[src/rtl/ble_uart_rx_if.sv]
// Handshake bundle between the BLE RX pin, the UART receiver and its consumer.
// slave = receiver side, master = pin driver / byte consumer side.
interface ble_uart_rx_if;
  logic       RX;
  logic       clr_rdy;
  logic [7:0] rx_data;
  logic       rdy;
  logic       frm_err;
  logic       ovr;

  modport slave  (input  RX, clr_rdy, output rx_data, rdy, frm_err, ovr);
  modport master (output RX, clr_rdy, input  rx_data, rdy, frm_err, ovr);
endinterface

[src/rtl/ble_uart_rx.sv]
// 8N1 LSB-first UART receiver for the BLE command link, with rdy/clr_rdy
// handshake plus sticky framing-error and overrun flags.
//
// state | meaning
// IDLE  | line high, waiting for a falling edge on rx_s
// START | counting to mid start bit, re-checking it is still low
// DATA  | sampling 8 data bits at mid-bit
// STOP  | sampling the stop bit
// BRK   | bad stop bit; wait for the line to return high
module ble_uart_rx #(
  parameter int BAUD_DIV = 5208
) (
  input  logic         clk,
  input  logic         rst,
  ble_uart_rx_if.slave bus
);

  localparam logic [12:0] HALF_LOAD = 13'(BAUD_DIV / 2);
  localparam logic [12:0] FULL_LOAD = 13'(BAUD_DIV - 1);

  typedef enum logic [2:0] {IDLE, START, DATA, STOP, BRK} state_t;

  state_t      state;
  logic        rx_ff1;
  logic        rx_s;
  logic [12:0] baud_cnt;
  logic [3:0]  bit_cnt;
  logic [7:0]  shift;
  logic        tick;

  assign tick = (baud_cnt == 13'd0);

  always_ff @(posedge clk or posedge rst) begin
    if (rst) begin
      rx_ff1      <= 1'b1;
      rx_s        <= 1'b1;
      state       <= IDLE;
      baud_cnt    <= HALF_LOAD;
      bit_cnt     <= 4'd0;
      shift       <= 8'h00;
      bus.rx_data <= 8'h00;
      bus.rdy     <= 1'b0;
      bus.frm_err <= 1'b0;
      bus.ovr     <= 1'b0;
    end else begin
      rx_ff1   <= bus.RX;
      rx_s     <= rx_ff1;
      baud_cnt <= tick ? FULL_LOAD : baud_cnt - 13'd1;

      // A completing good frame below overrides this clear (set wins).
      if (bus.clr_rdy) begin
        bus.rdy <= 1'b0;
        bus.ovr <= 1'b0;
      end

      case (state)
        IDLE: begin
          if (!rx_s) begin
            state    <= START;
            baud_cnt <= HALF_LOAD;
          end
        end
        START: begin
          if (tick) begin
            if (rx_s) begin
              state <= IDLE;
            end else begin
              state   <= DATA;
              bit_cnt <= 4'd0;
            end
          end
        end
        DATA: begin
          if (tick) begin
            shift   <= {rx_s, shift[7:1]};
            bit_cnt <= bit_cnt + 4'd1;
            if (bit_cnt == 4'd7) state <= STOP;
          end
        end
        STOP: begin
          if (tick) begin
            if (rx_s) begin
              bus.rx_data <= shift;
              bus.rdy     <= 1'b1;
              bus.frm_err <= 1'b0;
              bus.ovr     <= bus.rdy & ~bus.clr_rdy;
              state       <= IDLE;
            end else begin
              bus.frm_err <= 1'b1;
              state       <= BRK;
            end
          end
        end
        BRK: begin
          if (rx_s) state <= IDLE;
        end
        default: state <= IDLE;
      endcase
    end
  end

endmodule

[src/flat_wrapper.sv]
// flat-port wrapper written by rule: the top's interface ports become plain ports
module ble_uart_rx_flat 
#(
  parameter int BAUD_DIV = 5208
)
  (clk, rst, bus_RX, bus_clr_rdy, bus_rx_data, bus_rdy, bus_frm_err, bus_ovr);
  ble_uart_rx_if bus_i ();
  input  logic clk;
  input  logic rst;
  input wire logic [$bits(bus_i.RX)-1:0] bus_RX;
  input wire logic [$bits(bus_i.clr_rdy)-1:0] bus_clr_rdy;
  output wire logic [$bits(bus_i.rx_data)-1:0] bus_rx_data;
  output wire logic [$bits(bus_i.rdy)-1:0] bus_rdy;
  output wire logic [$bits(bus_i.frm_err)-1:0] bus_frm_err;
  output wire logic [$bits(bus_i.ovr)-1:0] bus_ovr;
  assign bus_i.RX = bus_RX;
  assign bus_i.clr_rdy = bus_clr_rdy;
  assign bus_rx_data = bus_i.rx_data;
  assign bus_rdy = bus_i.rdy;
  assign bus_frm_err = bus_i.frm_err;
  assign bus_ovr = bus_i.ovr;
  ble_uart_rx #(.BAUD_DIV(BAUD_DIV)) u_core (.clk(clk), .rst(rst), .bus(bus_i));
endmodule
[config.mk]
export PLATFORM = sky130hd
export DESIGN_NAME = ble_uart_rx_flat
export DESIGN_NICKNAME = d
export VERILOG_FILES = /design/src/rtl/ble_uart_rx_if.sv /design/src/rtl/ble_uart_rx.sv /design/src/flat_wrapper.sv
export SDC_FILE = /design/constraint.sdc
export NUM_CORES = 1
export LEC_CHECK = 0
export CAP_MARGIN = 10
export CORE_ASPECT_RATIO = 1.75
export CORE_MARGIN = 2
export CORE_UTILIZATION = 30
export CTS_CLUSTER_DIAMETER = 200
export DETAILED_ROUTE_END_ITERATION = 6
export SETUP_SLACK_MARGIN = 0.1
export SYNTH_ARGS = -nofsm -noshare
export SYNTH_HDL_FRONTEND = slang
export SYNTH_SLANG_ARGS = --single-unit
[constraint.sdc]
create_clock -name clk -period 3.11 [get_ports clk]
set_input_delay 0.622 -clock clk [delete_from_list [all_inputs] [get_ports clk]]
set_output_delay 0.622 -clock clk [all_outputs]
set_load 0.01 [all_outputs]
==> results.sh <==
export IMPL_hpwl_um=2330
export IMPL_die_area_mm2=0.00670
export IMPL_hold_path_class="flop to flop"
export IMPL_status="finished clean"
export IMPL_grt_max_degree=42
export IMPL_cp_top_family="simple AND/OR/NAND/NOR gates"
export IMPL_gp_congestion=0.764
export IMPL_cts_setup_buffers=0
export IMPL_rows=37
export IMPL_htree_num_levels=2
export IMPL_peakVddDrop_uv=383
export IMPL_p_clk_share_pct=44.0
export IMPL_grt_pass1_wl_um=5920
export IMPL_p_per_area_mw_per_mm2=457
export IMPL_area_growth_pct=19.6
export IMPL_syn_instance_count=154
export IMPL_antenna_found_initial=0
export IMPL_final_cell_mix="34 x dfrtp_1, 16 x mux2_2, 14 x clkdlybuf4s50_1, 13 x nor2_1"
export IMPL_cts_tree="built"
export IMPL_cts_clk_slew_worst_paths_ps=80
export IMPL_drive_above_1_share_pct=23.0
export IMPL_synth_cell_type_count=36
export IMPL_via_per_inst=4.93
export IMPL_slew_violations=0
export IMPL_netSwitchingPower_uw=209
export IMPL_ctsResizeCount=0
export IMPL_initial_utilization_pct=30.8
export IMPL_syn_nets=160
export IMPL_ys_warn_count=0
export IMPL_final_common_cell="dfrtp_1"
export IMPL_tightest_slew_ps=993
export IMPL_fin_nets=179
export IMPL_io_buffers=14
export IMPL_n_antenna_cell=0
export IMPL_cts_max_path_buffers=2
export IMPL_clock_sinks=41
export IMPL_worstSetupEndpointType="flop"
export IMPL_wl_um=3420
export IMPL_min_period_over_period_pct=85.1
export IMPL_pin_count=15
export IMPL_grt_overflow=0
export IMPL_syn_avg_cell_area_um2=11.8
export IMPL_power_frac_comb_pct=1.7
export IMPL_drtIter0Drc=23
export IMPL_hold_violations=0
export IMPL_drtPass1Iterations=3
export IMPL_p_leak_nw=0.934
export IMPL_worstPathCellList="inv_1 > ha_1 > or4b_1 > or4_4 > or3_4 > mux2_4"
export IMPL_p_int_uw=781
export IMPL_drcViolationCount=0
export IMPL_slew_headroom_pct=33.2
export IMPL_fp_dieH_um=107
export IMPL_wl_per_cell_um=13.6
export IMPL_core_mm2=0.00588
export IMPL_grt_setup_unrepaired="false"
export IMPL_clock_fmax_mhz=378
export IMPL_seqPwrFrac_pct=54.3
export IMPL_ys_ff_latch=41
export IMPL_cp_slowest_stage_delay_ps=590
export IMPL_hold_buffers=0
export IMPL_path_class="flop to flop"
export IMPL_drv_cap=0
export IMPL_vias=1243
export IMPL_fin_tns_setup_ps=0
export IMPL_period_minus_slack_ps=2650
export IMPL_crit_fanout=8
export IMPL_critPathSlowestCell="or4b_1"
export IMPL_track_usage_pct=11.3
export IMPL_ys_seq_area_share_pct=57.1
export IMPL_netSwitchingFraction_pct=21.1
export IMPL_fp_dieW_um=62.7
export IMPL_crit_required_ps=3300
export IMPL_fin_skew_ps=9.28
export IMPL_setup_viol=0
export IMPL_cp_start_kind="flop"
export IMPL_cp_arrival_ps=2830
export IMPL_clk_insertion_delay_late_ps=300
export IMPL_finalPower_uw=990
export IMPL_ant_nets=0
export IMPL_worst_path_buf_inv=1
export IMPL_netlist_area_mm2=0.00181
export IMPL_root_buffer="clkbuf_8"
export IMPL_grt_pass1_vias=1279
export IMPL_cts_buffers=5
==> sequential cells by signal, indices dropped and copies added (netlist names) <==
| signal | count |
|---|---|
| u_core.baud_cnt | 13 |
| u_core.bit_cnt | 4 |
| u_core.bus.frm_err | 1 |
| u_core.bus.ovr | 1 |
| u_core.bus.rdy | 1 |
| u_core.bus.rx_data | 8 |
| u_core.rx_ff1 | 1 |
| u_core.rx_s | 1 |
| u_core.shift | 8 |
| u_core.state | 3 |
==> final cells by class <==
| class | count | area (µm²) |
|---|---|---|
| clock buffers | 5 | 68.8 |
| multi-input cells | 104 | 742 |
| clock inverters | 3 | 46.3 |
| well taps | 78 | 97.6 |
| repair buffers | 17 | 163 |
| flip-flops and latches | 41 | 1030 |
| inverters | 4 | 15.0 |
| fillers | 590 | 3710 |
==> worst register-to-register path: stages, from the launching register on <==
cell and delay (ps):
dfrtp_1 410, inv_1 60, ha_1 210, or4b_1 590, or4_4 560, or3_4 400, mux2_4 300
==> metrics by stage <==
step	cells	utilization [%]	worst slack, ps	cell area [µm²]	hold slack [ps]
after floorplan	154	-	603	1810	345
after CTS	252	36.9	471	2170	359
after global placement	244	34.9	540	2050	346
after detailed placement	244	34.9	484	2050	347
final	252	36.9	465	2170	357
after global routing	252	36.9	362	2170	365
==> per-layer routing <==
| layer | track usage, % | vias to the layer above | share of wire [%] |
|---|---|---|---|
| met5 | 0 | - | 0 |
| met4 | 6.03 | 0 | 2.7 |
| met3 | 2.52 | 7 | 2.1 |
| met2 | 19.1 | 19 | 51 |
| met1 | 13.2 | 619 | 44 |
| li1 | - | 598 | - |
==> synthesized netlist by cell type (all sizes together) <==
library cell | number | area [µm²]
dfrtp | 34 | 851
nor2 | 13 | 48.8
mux2 | 17 | 195
a31oi | 1 | 6.26
o31ai | 1 | 7.51
a22o | 1 | 10.0
nor3 | 1 | 5.00
o21ai | 8 | 40.0
o41ai | 2 | 17.5
nand2 | 8 | 30.0
nand4 | 2 | 12.5
clkbuf | 5 | 20.0
o311ai | 1 | 8.76
or4 | 3 | 26.3
or3 | 5 | 38.8
xor2 | 1 | 8.76
o2bb2ai | 1 | 8.76
or4b | 1 | 10.0
mux2i | 2 | 20.0
nor4 | 6 | 37.5
dfstp | 7 | 184
and4b | 1 | 10.0
ha | 2 | 25.0
xnor2 | 6 | 52.6
nor4b | 2 | 17.5
a21oi | 8 | 40.0
inv | 4 | 15.0
nand3 | 5 | 25.0
nand2b | 2 | 12.5
a211oi | 2 | 15.0
and2 | 2 | 12.5
==> path summary, 6_finish.rpt <==
| check | depth (start not counted) | from | endpoint | slack (ps) |
|---|---|---|---|---|
| min in group asynchronous | 3 | rst | u_core.shift[5] | 740 |
| hold / removal | 0 | u_core.rx_ff1 | u_core.rx_s | 360 |
| setup / recovery | 6 | u_core.baud_cnt[0] | u_core.bit_cnt[0] | 460 |
| max in group asynchronous | 3 | rst | u_core.rx_s | 2000 |
| hold reg to reg | 0 | u_core.rx_ff1 | u_core.rx_s | 360 |
| setup reg to reg | 6 | u_core.baud_cnt[0] | u_core.bit_cnt[0] | 460 |
==> kinds of logic (layout without fill, tap and decap cells) <==
kind of cell | Yosys count | count (layout) | synth area share, %
DFF | 41 | 41 | 57.1
buffers and inverters | 9 | 29 | 1.93
adders and majority gates | 2 | 2 | 1.38
muxes | 19 | 19 | 11.9
AOI/OAI and AO/OA | 25 | 25 | 8.50
and+or+nand+nor | 51 | 51 | 15.8
xor gates and xnor gates | 7 | 7 | 3.38
==> power by group through the flow <==
stage               Sequential [mW]  Combinational (mW)  Clock (mW)
floorplan                     0.547             0.00982           0
global placement              0.547              0.0179           0
detailed placement            0.547              0.0178           0
CTS                           0.537              0.0179       0.446
global route                  0.537              0.0202       0.462
finish                        0.537              0.0168       0.436
Note: power is estimated with default switching activity, not from simulation.
